==> src/rtl/mmu_sequencer_if.sv <==
// Signal bundle between the 2x2 MMU sequencer, its control unit, the systolic array
// and the output byte mux.
interface mmu_sequencer_if;
    logic        start;
    logic [31:0] weights;
    logic [31:0] inputs;
    logic [7:0]  a_row0;
    logic [7:0]  a_row1;
    logic [7:0]  b_col0;
    logic [7:0]  b_col1;
    logic        mmu_clear;
    logic        mmu_valid;
    logic [15:0] c00;
    logic [15:0] c01;
    logic [15:0] c10;
    logic [15:0] c11;
    logic        busy;
    logic        done;
    logic [1:0]  out_sel;
    logic        out_hi;
    logic [7:0]  dout;

    modport master (
        input  start, weights, inputs, c00, c01, c10, c11, out_sel, out_hi,
        output a_row0, a_row1, b_col0, b_col1, mmu_clear, mmu_valid, busy, done, dout
    );

    modport slave (
        output start, weights, inputs, c00, c01, c10, c11, out_sel, out_hi,
        input  a_row0, a_row1, b_col0, b_col1, mmu_clear, mmu_valid, busy, done, dout
    );
endinterface

==> src/rtl/mmu_sequencer.sv <==
// Runs one 2x2 matrix multiply through the systolic MMU: clear, skewed feed, drain,
// capture, then serves the four 16-bit results as bytes.
module mmu_sequencer #(
    parameter int unsigned DRAIN_CYCLES = 2
) (
    input logic             clk,
    input logic             rst,
    mmu_sequencer_if.master bus
);
    typedef enum logic [2:0] {StIdle, StClear, StFeed, StDrain, StCapture} state_e;

    localparam logic [2:0] DrainLast = 3'(DRAIN_CYCLES - 1);

    state_e            state_q, state_d;
    logic [2:0]        cnt_q, cnt_d;
    logic [31:0]       wgt_q, wgt_d;
    logic [31:0]       inp_q, inp_d;
    logic [3:0][15:0]  res_q, res_d;
    logic [7:0]        a_row0_q, a_row0_d, a_row1_q, a_row1_d;
    logic [7:0]        b_col0_q, b_col0_d, b_col1_q, b_col1_d;
    logic              clear_q, clear_d, valid_q, valid_d;
    logic              busy_q, busy_d, done_q, done_d;
    logic [15:0]       sel_word;

    always_comb begin
        state_d = state_q;
        cnt_d   = cnt_q;
        wgt_d   = wgt_q;
        inp_d   = inp_q;
        res_d   = res_q;
        done_d  = 1'b0;
        unique case (state_q)
            StIdle: begin
                if (bus.start) begin
                    state_d = StClear;
                    wgt_d   = bus.weights;
                    inp_d   = bus.inputs;
                end
            end
            StClear: begin
                state_d = StFeed;
                cnt_d   = 3'd0;
            end
            StFeed: begin
                if (cnt_q == 3'd2) begin
                    state_d = StDrain;
                    cnt_d   = 3'd0;
                end else begin
                    cnt_d = cnt_q + 3'd1;
                end
            end
            StDrain: begin
                if (cnt_q == DrainLast) begin
                    state_d = StCapture;
                end else begin
                    cnt_d = cnt_q + 3'd1;
                end
            end
            StCapture: begin
                state_d = StIdle;
                res_d   = {bus.c11, bus.c10, bus.c01, bus.c00};
                done_d  = 1'b1;
            end
            default: state_d = StIdle;
        endcase
    end

    // Outputs are decoded from the next state so they register in step with it.
    always_comb begin
        a_row0_d = 8'd0;
        a_row1_d = 8'd0;
        b_col0_d = 8'd0;
        b_col1_d = 8'd0;
        clear_d  = (state_d == StClear);
        valid_d  = (state_d == StFeed) || (state_d == StDrain);
        busy_d   = (state_d != StIdle);
        if (state_d == StFeed) begin
            unique case (cnt_d)
                3'd0: begin
                    a_row0_d = wgt_q[7:0];
                    b_col0_d = inp_q[7:0];
                end
                3'd1: begin
                    a_row0_d = wgt_q[15:8];
                    a_row1_d = wgt_q[23:16];
                    b_col0_d = inp_q[23:16];
                    b_col1_d = inp_q[15:8];
                end
                3'd2: begin
                    a_row1_d = wgt_q[31:24];
                    b_col1_d = inp_q[31:24];
                end
                default: ;
            endcase
        end
    end

    always_ff @(posedge clk) begin
        if (rst) begin
            state_q  <= StIdle;
            cnt_q    <= 3'd0;
            wgt_q    <= 32'd0;
            inp_q    <= 32'd0;
            res_q    <= '0;
            a_row0_q <= 8'd0;
            a_row1_q <= 8'd0;
            b_col0_q <= 8'd0;
            b_col1_q <= 8'd0;
            clear_q  <= 1'b0;
            valid_q  <= 1'b0;
            busy_q   <= 1'b0;
            done_q   <= 1'b0;
        end else begin
            state_q  <= state_d;
            cnt_q    <= cnt_d;
            wgt_q    <= wgt_d;
            inp_q    <= inp_d;
            res_q    <= res_d;
            a_row0_q <= a_row0_d;
            a_row1_q <= a_row1_d;
            b_col0_q <= b_col0_d;
            b_col1_q <= b_col1_d;
            clear_q  <= clear_d;
            valid_q  <= valid_d;
            busy_q   <= busy_d;
            done_q   <= done_d;
        end
    end

    always_comb begin
        sel_word = res_q[bus.out_sel];
        bus.dout = bus.out_hi ? sel_word[15:8] : sel_word[7:0];
    end

    assign bus.a_row0    = a_row0_q;
    assign bus.a_row1    = a_row1_q;
    assign bus.b_col0    = b_col0_q;
    assign bus.b_col1    = b_col1_q;
    assign bus.mmu_clear = clear_q;
    assign bus.mmu_valid = valid_q;
    assign bus.busy      = busy_q;
    assign bus.done      = done_q;
endmodule

==> src/flat_wrapper.sv <==
// flat-port wrapper written by rule: the top's interface ports become plain ports
module mmu_sequencer_flat 
#(
    parameter int unsigned DRAIN_CYCLES = 2
)
  (clk, rst, bus_start, bus_weights, bus_inputs, bus_c00, bus_c01, bus_c10, bus_c11, bus_out_sel, bus_out_hi, bus_a_row0, bus_a_row1, bus_b_col0, bus_b_col1, bus_mmu_clear, bus_mmu_valid, bus_busy, bus_done, bus_dout);
  mmu_sequencer_if bus_i ();
  input logic clk;
  input logic rst;
  input wire logic [$bits(bus_i.start)-1:0] bus_start;
  input wire logic [$bits(bus_i.weights)-1:0] bus_weights;
  input wire logic [$bits(bus_i.inputs)-1:0] bus_inputs;
  input wire logic [$bits(bus_i.c00)-1:0] bus_c00;
  input wire logic [$bits(bus_i.c01)-1:0] bus_c01;
  input wire logic [$bits(bus_i.c10)-1:0] bus_c10;
  input wire logic [$bits(bus_i.c11)-1:0] bus_c11;
  input wire logic [$bits(bus_i.out_sel)-1:0] bus_out_sel;
  input wire logic [$bits(bus_i.out_hi)-1:0] bus_out_hi;
  output wire logic [$bits(bus_i.a_row0)-1:0] bus_a_row0;
  output wire logic [$bits(bus_i.a_row1)-1:0] bus_a_row1;
  output wire logic [$bits(bus_i.b_col0)-1:0] bus_b_col0;
  output wire logic [$bits(bus_i.b_col1)-1:0] bus_b_col1;
  output wire logic [$bits(bus_i.mmu_clear)-1:0] bus_mmu_clear;
  output wire logic [$bits(bus_i.mmu_valid)-1:0] bus_mmu_valid;
  output wire logic [$bits(bus_i.busy)-1:0] bus_busy;
  output wire logic [$bits(bus_i.done)-1:0] bus_done;
  output wire logic [$bits(bus_i.dout)-1:0] bus_dout;
  assign bus_i.start = bus_start;
  assign bus_i.weights = bus_weights;
  assign bus_i.inputs = bus_inputs;
  assign bus_i.c00 = bus_c00;
  assign bus_i.c01 = bus_c01;
  assign bus_i.c10 = bus_c10;
  assign bus_i.c11 = bus_c11;
  assign bus_i.out_sel = bus_out_sel;
  assign bus_i.out_hi = bus_out_hi;
  assign bus_a_row0 = bus_i.a_row0;
  assign bus_a_row1 = bus_i.a_row1;
  assign bus_b_col0 = bus_i.b_col0;
  assign bus_b_col1 = bus_i.b_col1;
  assign bus_mmu_clear = bus_i.mmu_clear;
  assign bus_mmu_valid = bus_i.mmu_valid;
  assign bus_busy = bus_i.busy;
  assign bus_done = bus_i.done;
  assign bus_dout = bus_i.dout;
  mmu_sequencer #(.DRAIN_CYCLES(DRAIN_CYCLES)) u_core (.clk(clk), .rst(rst), .bus(bus_i));
endmodule
==> config.mk <==
export PLATFORM = sky130hd
export DESIGN_NAME = mmu_sequencer_flat
export DESIGN_NICKNAME = d
export VERILOG_FILES = /design/src/rtl/mmu_sequencer_if.sv /design/src/rtl/mmu_sequencer.sv /design/src/flat_wrapper.sv
export SDC_FILE = /design/constraint.sdc
export NUM_CORES = 1
export LEC_CHECK = 0
export ABC_CLOCK_PERIOD_IN_PS = 6000
export BUFFER_PORTS_ARGS = -buffer_cell sky130_fd_sc_hd__buf_2
export CAP_MARGIN = 20
export CELL_PAD_IN_SITES_DETAIL_PLACEMENT = 1
export CELL_PAD_IN_SITES_GLOBAL_PLACEMENT = 1
export CORE_ASPECT_RATIO = 1.75
export CORE_UTILIZATION = 43
export CTS_BUF_LIST = sky130_fd_sc_hd__clkbuf_4 sky130_fd_sc_hd__clkbuf_8
export DETAILED_ROUTE_END_ITERATION = 16
export GPL_ROUTABILITY_DRIVEN = 0
export PLACE_DENSITY = 0.86
export SYNTH_ARGS = -nofsm -noshare
export SYNTH_HDL_FRONTEND = slang
export SYNTH_SLANG_ARGS = --single-unit
export TNS_END_PERCENT = 20
==> constraint.sdc <==
create_clock -name clk -period 6 [get_ports clk]
set_input_delay 0.3 -clock clk [delete_from_list [all_inputs] [get_ports clk]]
set_output_delay 0.3 -clock clk [all_outputs]
set_load 0.01 [all_outputs]
==> flow_summary.yaml, run 1 <==
run_status:
  run_status: "finished clean"
global_routing:
  grt_max_degree: 104
  grt_pass1_wl_mm: 28.8
  busiest_layer: "met2"
  use_met2: 0.436
  grt_antenna_before_repair: 0
  grtUsageMet1: 0.242
  grt_use_total: 0.236
  met3_usage: 0.0353
  grt-ovfl-total: 0
  grt_pass1_vias: 6138
worst_setup_path:
  cpMaxStageDelayCell: "o211a_2"
  critPathMaxStageDelay_ns: 0.62
  critPathRequiredTime_ns: 6.35
  cp_cell_sequence: "inv_1 -> ha_1 -> mux2i_1 -> a2bb2oi_1 -> o211a_2 -> nand3_2 -> a21oi_1"
  critPathBufInv: 1
  path_class: "reg -> reg"
  crit_fanout: 34
  critPathTopFamily: "compound AO/OA/AOI/OAI gates"
  end_kind: "register"
  cp.arrival_ns: 3.04
  startpoint_type: "register"
final_layout:
  antenna_cells: 0
  nNetsFinal: 1063
  drive_gt1_frac: 0.263
  fill_cells: 1868
  area_growth_pct: 19.2
synth:
  synthesis.area_sq_mm: 0.00664
  synth_flop_cell: "dfxtp_1"
  synth-async-reset-ratio: 0
  ys_ff_latch: 170
  syn_nets: 924
  yosysSeqAreaShare: 0.513
  synthCells: 787
  yosysWarnings: 0
  syn_area_per_cell_sq_um: 8.43
  synth-edff-count: 0
  synth_cell_types: 37
drt:
  vias_per_cell: 5.25
  post_drt_wl_per_cell_um: 16.6
  dr.first_iter.drc_count: 180
  num_vias: 5887
  remaining_drc_errors: 0
  drtPass1Iterations: 6
  antenna_left: 0
  drt-total-wl_mm: 18.6
die:
  io_pins: 178
  fp.dieArea_sq_mm: 0.0160
  initial_core_util: 0.443
  rows: 59
  die-width_um: 95.9
  die_h_um: 166
  core_area_sq_mm: 0.0150
pwr:
  switching_share: 0.274
  leakage_uw: 0.00317
  power_uw: 2140
  pwr-share-seq: 0.555
  p_sw_uw: 585
  powerDensity_mw_per_mm2: 270
  p_int_uw: 1550
  p_clk_frac: 0.345
  vdd_drop_max_mv: 0.143
  p_comb_frac: 0.099
cts:
  cts_setup_buffers: 0
  cts_root_buffer: "clkbuf_8"
  htree_levels: 4
  cts_resized: 0
  clock-sinks: 170
  cts_tree: "yes"
  worstSkewPairLatency_ns: 0.44
  clk_path_buf_depth: 2
  cts.clk_slew.worst_paths_ns: 0.10
  cts_hold_buf: 0
  numCtsBuffers: 17
timing:
  final.setup_skew_ns: 0.0196
  worst_slew_pin_slew_ns: 0.742
  fin_crit_sh: 0.449
  rsz0062_at_grt: "false"
  slew_viol_final: 0
  finalSetupViolCount: 0
  hold_ws_ns: 0.0799
  hold_violations: 0
  relSlewSlack: 0.505
  fin_tns_setup_ns: 0
  period_needed_ns: 2.69
  clock.fmax_mhz: 371
placement:
  hpwl_mm: 12.8
  io_buffers: 177
min_path:
  hold_path_class: "in -> reg"
job:
  cap_violations: 0
==> worst paths after layout <==
| kind | from | to | slack, ns | cells after the start |
|---|---|---|---|---|
| setup / recovery | u_core.cnt_q[0] | u_core.bus.b_col0[1] | 3.31 | 7 |
| hold / removal | bus_inputs[5] | u_core.inp_q[5] | 0.08 | 3 |
| setup reg to reg | u_core.cnt_q[0] | u_core.bus.b_col0[1] | 3.31 | 7 |
| hold reg to reg | u_core.inp_q[4] | u_core.bus.b_col0[4] | 0.45 | 2 |
==> state kept, by name, indices dropped and copies added, names as in the netlist <==
register / cells
u_core.state_q: 3
u_core.bus.b_col1: 8
u_core.wgt_q: 32
u_core.bus.busy: 1
u_core.bus.mmu_valid: 1
u_core.res_q: 64
u_core.cnt_q: 3
u_core.bus.a_row1: 8
u_core.bus.a_row0: 8
u_core.bus.mmu_clear: 1
u_core.bus.done: 1
u_core.inp_q: 32
u_core.bus.b_col0: 8
==> placed cells by master (no fill, tap or decap), types with 2 or more instances in the layout <==
cell and instances:
nand2_1 292, buf_2 176, dfxtp_1 170, a21oi_1 145, nor3b_1 17, clkbuf_8 17
mux4_2 16, and3_1 16, o21a_1 16, mux2_2 8, buf_4 7, nor2_1 5
and2_1 4, nor3_1 4, clkinvlp_4 4, mux2i_1 3, ha_1 3, inv_6 3
clkinv_4 3, inv_1 2, nand2b_1 2, o21ai_0 2, clkbuf_4 2, inv_8 2
==> through the flow <==
step                      utilization  worst slack, ns  cells  cell area, sq um
after floorplan                     -             3.97    787              6640
after global placement          0.502             3.57   1089              7520
after detailed placement        0.502             3.31   1089              7520
after CTS                       0.526             3.28   1121              7880
after global routing            0.528             3.07   1122              7910
final                           0.528             3.31   1122              7910
==> layout make-up <==
class | instances | area, sq um | share of cell area
flip-flops and latches | 170 | 3400 | 0.430
clock buffers | 19 | 249 | 0.0315
repair buffers | 184 | 961 | 0.121
well taps | 183 | 229 | 0.0289
clock inverters | 13 | 110 | 0.0139
inverters | 2 | 7.51 | 0.000949
multi-input cells | 551 | 2950 | 0.373
==> per-layer routing <==
layer	wire, um	up-vias
met5	0	-
met4	775	0
met3	732	42
met2	9990	152
met1	7070	2804
li1	-	2889
==> synth_stat cells (2+ instances only) <==
cell | instances | area (sq um)
mux2_2 | 8 | 90.1
nor3_1 | 4 | 20.0
mux4_2 | 16 | 360
and3_1 | 16 | 100
inv_1 | 2 | 7.51
buf_4 | 2 | 15.0
dfxtp_1 | 170 | 3400
nor2_1 | 5 | 18.8
a21oi_1 | 145 | 726
ha_1 | 3 | 37.5
buf_6 | 2 | 22.5
o21a_1 | 16 | 120
nand2b_1 | 2 | 12.5
clkbuf_1 | 41 | 154
buf_2 | 17 | 85.1
and2_1 | 5 | 31.3
mux2i_1 | 3 | 30.0
o21ai_0 | 2 | 10.0
buf_1 | 2 | 7.51
nor3b_1 | 17 | 128
nand2_1 | 293 | 1100
==> worst register-to-register path, stage by stage (launching register included) <==
cell	delay, ns
dfxtp_1	0.43
inv_1	0.07
ha_1	0.24
mux2i_1	0.22
a2bb2oi_1	0.22
o211a_2	0.62
nand3_2	0.53
a21oi_1	0.28
==> cells by family after synthesis <==
logic type / after synthesis / share of synthesized area
flops: 170 / 0.513
mux: 27 / 0.0724
simple gates: 351 / 0.224
compound gates: 170 / 0.141
buf+inv: 66 / 0.0439
fa+ha+maj: 3 / 0.00566
==> power groups by stage <==
| stage | logic [uW] | registers, uW | clock network (uW) |
|---|---|---|---|
| 2_1_floorplan | 133 | 1210 | 0 |
| 3_3_place_gp | 206 | 1210 | 0 |
| 3_5_place_dp | 213 | 1210 | 0 |
| 4_1_cts | 214 | 1190 | 764 |
| 5_1_grt | 237 | 1190 | 809 |
| 6_report | 212 | 1190 | 737 |
Power figures use the tool's default switching activity.
==> run 2: changes to the inputs <==
ABC_CLOCK_PERIOD_IN_PS = 2400   (was 6000)
CORE_UTILIZATION = 36   (was 43)
PLACE_DENSITY = 0.76   (was 0.86)
clock period = 2.4 ns   (was 6 ns; I/O delays follow)
==> run 2 against run 1 <==
  * Combinational power rose to 3.5 times the previous value
  * Sequential cell count stayed put
  * Register-to-register slack got worse by 3.2 ns
  * Clock power rose to 3.0 times the previous value
  * Clock skew decreased by 0.0039 ns
  * Sequential power up 150%
  * Critical endpoint is now u_core.bus.b_col1[2]
  * Setup slack worse by 3.2 ns
  * Final cell count up 17%
  * Sequential share of layout area is 7.0 points lower
  * Total power increased to 2.8 times the previous value
  * Utilization is 0.40 points lower
==> flow_summary.yaml, run 2 (synthesis results as in run 1) <==
worst_setup_path:
  crit_fanout: 16
  critPathMaxStageDelay_ns: 0.50
  startpoint_type: "register"
  r2r_setup_slack_ns: 0.15
  critPathRequiredTime_ns: 2.76
  cp_cell_sequence: "inv_1 -> ha_1 -> mux2i_1 -> or4b_1 -> and3_4 -> and2_2 -> o21a_1"
  rr_startpoint: "u_core.cnt_q[0]"
  path_class: "reg -> reg"
  r2r_end: "u_core.bus.b_col1[2]"
  r2r_cells: 7
  cp.arrival_ns: 2.61
  cpMaxStageDelayCell: "or4b_1"
  end_kind: "register"
pwr:
  leakage_uw: 0.00379
  power_uw: 5930
  powerDensity_mw_per_mm2: 627
  vdd_drop_max_mv: 0.581
final_layout:
  area_growth_pct: 42.5
  regMostFlops: "u_core.res_q"
  final_cell_mix: "nand2_1 (292), buf_2 (176), dfxtp_1 (170), a21oi_1 (145), dlygate4sd3_1 (130)"
  top_regs: "u_core.res_q (64), u_core.inp_q (32), u_core.wgt_q (32)"
  final_common_cell: "nand2_1"
  largest_reg_flops: 64
  nNetsFinal: 1197
  fin_util: 0.524
  drive_gt1_frac: 0.235
  final_cells: 1308
  design_area_sq_mm: 0.00946
min_path:
  min-delay-start: "bus_c10[13]"
  worstHoldPathCells: 4
  worstHoldEndpoint: "u_core.res_q[45]"
  hold_path_class: "in -> reg"
timing:
  hold_violations: 0
  relSlewSlack: 0.579
  finalSetupViolCount: 0
  worst_slew_pin_slew_ns: 0.631
  fin_crit_sh: 0.938
  rsz0062_at_grt: "false"
  final.setup_skew_ns: 0.0157
  slew_viol_final: 0
  fin_tns_setup_ns: 0
  period_needed_ns: 2.25
  clock.fmax_mhz: 444
global_routing:
  grt_pass1_wl_mm: 35.3
  grt-ovfl-total: 0
  grt_use_total: 0.240
  grt_pass1_vias: 7139
  grt_max_degree: 138
  grt_antenna_before_repair: 1
cts:
  cts.clk_slew.worst_paths_ns: 0.10
  clock-sinks: 170
  htree_levels: 4
  cts_tree: "yes"
  numCtsBuffers: 17
  cts_setup_buffers: 0
  worstSkewPairLatency_ns: 0.47
  cts_root_buffer: "clkbuf_8"
  clk_path_buf_depth: 2
run_status:
  run_status: "finished clean"
die:
  core_area_sq_mm: 0.0181
  rows: 65
  die-width_um: 105
  initial_core_util: 0.367
  io_pins: 178
  die_h_um: 182
  fp.dieArea_sq_mm: 0.0190
placement:
  io_buffers: 177
  place_area_sq_mm: 0.00771
  placedCellCount: 1145
  hpwl_mm: 12.5
drt:
  vias_per_cell: 4.98
  drt-total-wl_mm: 22.4
  post_drt_wl_per_cell_um: 17.1
  remaining_drc_errors: 0
  antenna_left: 0
  dr.first_iter.drc_count: 253
  drtPass1Iterations: 4
  num_vias: 6508
job:
  cap_violations: 0
run 2: changes by cell type in the layout (fill, tap and decap cells not counted), moves of 2 or more:
cell,previous run,this run
buf_12,0,7
buf_4,7,5
bufinv_16,0,4
clkbuf_4,2,0
clkinv_2,1,3
clkinv_4,3,1
dlygate4sd3_1,0,130
inv_8,2,0
run 2: power breakdown:
part           total (uW)  switching (uW)  internal [uW]
Clock                2220            1090           1130
Sequential           2960            54.5           2910
Combinational         748             385            362
run 2: timing repair:
| action | 4_1_cts | 5_1_grt |
|---|---|---|
| endpoints found under the hold margin | 130 | 0 |
| resized for setup | 0 | 2 |
| setup endpoints to repair | 0 | 32 |
| hold buffers | 130 | 0 |
run 2: layer usage:
layer,GRT usage,part of all wire
met3,0.0449,0.032
met4,0.125,0.039
met2,0.463,0.55
met1,0.239,0.38
met5,0,0
run 2: worst max-delay path: cells and delay by family (launching register included):
family | cells | cell delay, ns
buffers and inverters | 1 | 0.07
adder cells (fa/ha/maj) | 1 | 0.24
AO/OA/AOI/OAI | 1 | 0.16
flip-flops | 1 | 0.42
multiplexers | 1 | 0.22
AND/OR/NAND/NOR | 3 | 1.04
run 2: worst max path at each step:
stage | startpoint | end | slack, ns | cells after the start
detailed placement | u_core.cnt_q[0] | u_core.bus.a_row1[3] | 0.05 | 7
floorplan | u_core.cnt_q[0] | u_core.bus.a_row1[4] | 0.37 | 9
global placement | u_core.cnt_q[0] | u_core.bus.a_row1[1] | 0.18 | 7
CTS | u_core.cnt_q[0] | u_core.bus.b_col1[2] | 0.02 | 7
global route | u_core.cnt_q[0] | u_core.bus.a_row0[6] | 0.03 | 7
finish | u_core.cnt_q[0] | u_core.bus.b_col1[2] | 0.15 | 7
run 2: layout make-up:
| type | count | area [sq um] |
|---|---|---|
| Antenna cell | 1 | 2.50 |
| Clock inverter | 15 | 199 |
| Clock buffer | 17 | 234 |
| Timing Repair Buffer | 318 | 2360 |
| Multi-Input combinational cell | 551 | 2960 |
| Inverter | 2 | 7.51 |
| Sequential cell | 170 | 3400 |
| Fill cell | 2141 | 8600 |
| Tap cell | 234 | 293 |
run 2: stage by stage:
step                      hold WS (ns)  worst slack (ns)
after floorplan                  0.205             0.369
after global routing             0.419            0.0338
after detailed placement         0.367            0.0462
after global placement           0.364             0.184
final                            0.429             0.149
after CTS                        0.393            0.0160
==> run 3: changes to the inputs <==
CORE_MARGIN = 8   (was not set)
==> run 3 against run 2 <==
  * Final cell count rose by 0.15%
  * First-iteration DRC count rose by 18%
  * Fmax rose by 1.7%
  * Global-route usage fell by 4.0 points
  * Sequential power barely moved
  * Routed wire length rose by 4.8%
  * Critical path type unchanged
  * Highest routed layer unchanged
==> flow_summary.yaml, run 3 (synthesis results as in run 1) <==
global_routing:
  grt_pass1_vias: 7199
  grt_pass1_wl_mm: 36.9
  grt_max_degree: 66
  grt-ovfl-total: 0
  grt_antenna_before_repair: 3
  grt_use_total: 0.200
worst_setup_path:
  r2r_end: "u_core.bus.a_row1[2]"
  end_kind: "register"
  rr_startpoint: "u_core.cnt_q[0]"
  r2r_cells: 7
  startpoint_type: "register"
  critPathRequiredTime_ns: 2.74
  critPathMaxStageDelay_ns: 0.48
  cpMaxStageDelayCell: "or4b_1"
  crit_start: "u_core.cnt_q[0]"
  cp.arrival_ns: 2.55
  crit_fanout: 16
  path_class: "reg -> reg"
  cp_cell_sequence: "inv_1 -> ha_1 -> mux2i_1 -> or4b_1 -> and3_4 -> and2_2 -> o21a_1"
  critical_path.endpoint: "u_core.bus.a_row1[2]"
  r2r_setup_slack_ns: 0.19
die:
  core_area_sq_mm: 0.0181
  die_h_um: 196
  rows: 65
  io_pins: 178
  fp.dieArea_sq_mm: 0.0232
  die-width_um: 119
  initial_core_util: 0.367
pwr:
  vdd_drop_max_mv: 0.401
  leakage_uw: 0.00380
  powerDensity_mw_per_mm2: 628
  power_uw: 5930
timing:
  relSlewSlack: 0.506
  fin_ws_ns: 0.188
  slew_viol_final: 0
  finalSetupViolCount: 0
  fin_crit_sh: 0.922
  worst_slew_pin_slew_ns: 0.740
  period_needed_ns: 2.21
  clock.fmax_mhz: 452
  hold_ws_ns: 0.120
  hold_violations: 0
  rsz0062_at_grt: "false"
  fin_tns_setup_ns: 0
  final.setup_skew_ns: 0.0110
min_path:
  min-delay-start: "rst"
  hold_path_class: "in -> reg"
drt:
  num_vias: 6522
  dr.first_iter.drc_count: 298
  antenna_left: 0
  drt-total-wl_mm: 23.5
  post_drt_wl_per_cell_um: 17.9
  remaining_drc_errors: 0
  vias_per_cell: 4.98
  drtPass1Iterations: 4
final_layout:
  fin_util: 0.523
  nNetsFinal: 1197
  top_regs: "u_core.res_q (64), u_core.inp_q (32), u_core.wgt_q (32)"
  final_common_cell: "nand2_1"
  drive_gt1_frac: 0.236
  regMostFlops: "u_core.res_q"
  final_cell_mix: "nand2_1 (292), buf_2 (176), dfxtp_1 (170), a21oi_1 (145), dlygate4sd3_1 (129)"
  area_growth_pct: 42.2
  largest_reg_flops: 64
run_status:
  run_status: "finished clean"
cts:
  cts_tree: "yes"
  cts_root_buffer: "clkbuf_8"
  worstSkewPairLatency_ns: 0.45
  cts_setup_buffers: 0
  clock-sinks: 170
  numCtsBuffers: 17
  cts.clk_slew.worst_paths_ns: 0.10
  htree_levels: 4
  clk_path_buf_depth: 2
job:
  cap_violations: 0
placement:
  pre_cts_ws_ns: 0.0671
  hpwl_mm: 14.3
  io_buffers: 177
run 3: how the worst min path moves through the flow:
stage,endpoint,slack (ns),cells after the start
final,u_core.inp_q[1],0.12,2
after global routing,u_core.wgt_q[28],0.10,2
after CTS,u_core.wgt_q[21],0.07,2
after detailed placement,u_core.wgt_q[27],0.37,3
after global placement,u_core.wgt_q[3],0.36,3
after floorplan,u_core.state_q[1],0.20,1
run 3: final cells by class:
class,instances,area [sq um]
fill,2149,8620
sequential,170,3400
multi-input combinational,551,2960
timing repair buffer,318,2330
tap,234,293
clock buffer,17,234
clock inverter,15,201
inverter,2,7.51
antenna,3,7.51
run 3: worst max-delay path: cells and delay by family, from the launching register on:
kind | cells | cell delay [ns]
adder cells (fa/ha/maj) | 1 | 0.24
buffers and inverters | 1 | 0.07
AND/OR/NAND/NOR | 3 | 1.02
AO/OA/AOI/OAI | 1 | 0.15
flip-flops | 1 | 0.45
multiplexers | 1 | 0.16
run 3: stage by stage:
step | cells | instance area [sq um]
2_1_floorplan | 787 | 6640
3_3_place_gp | 1146 | 7690
3_5_place_dp | 1146 | 7690
4_1_cts | 1307 | 9420
5_1_grt | 1310 | 9440
6_report | 1310 | 9440
run 3: timing repair:
item                                    in CTS  in global routing
endpoints found under the hold margin      129                  0
endpoints found under the setup margin       0                 18
resized for setup                            0                  2
hold buffers                               129                  0
run 3: per-layer routing:
metal,share of wire,global-route usage,up-vias
li1,-,-,3161
met1,0.37,0.192,3150
met2,0.55,0.384,165
met3,0.040,0.0436,46
met4,0.036,0.103,0
met5,0,0,-
run 3: power by group:
group          internal, uW  switching (uW)  total [uW]
registers              2910            54.8        2960
clock network          1070            1150        2220
logic                   358             378         736
total                  4340            1580        5930
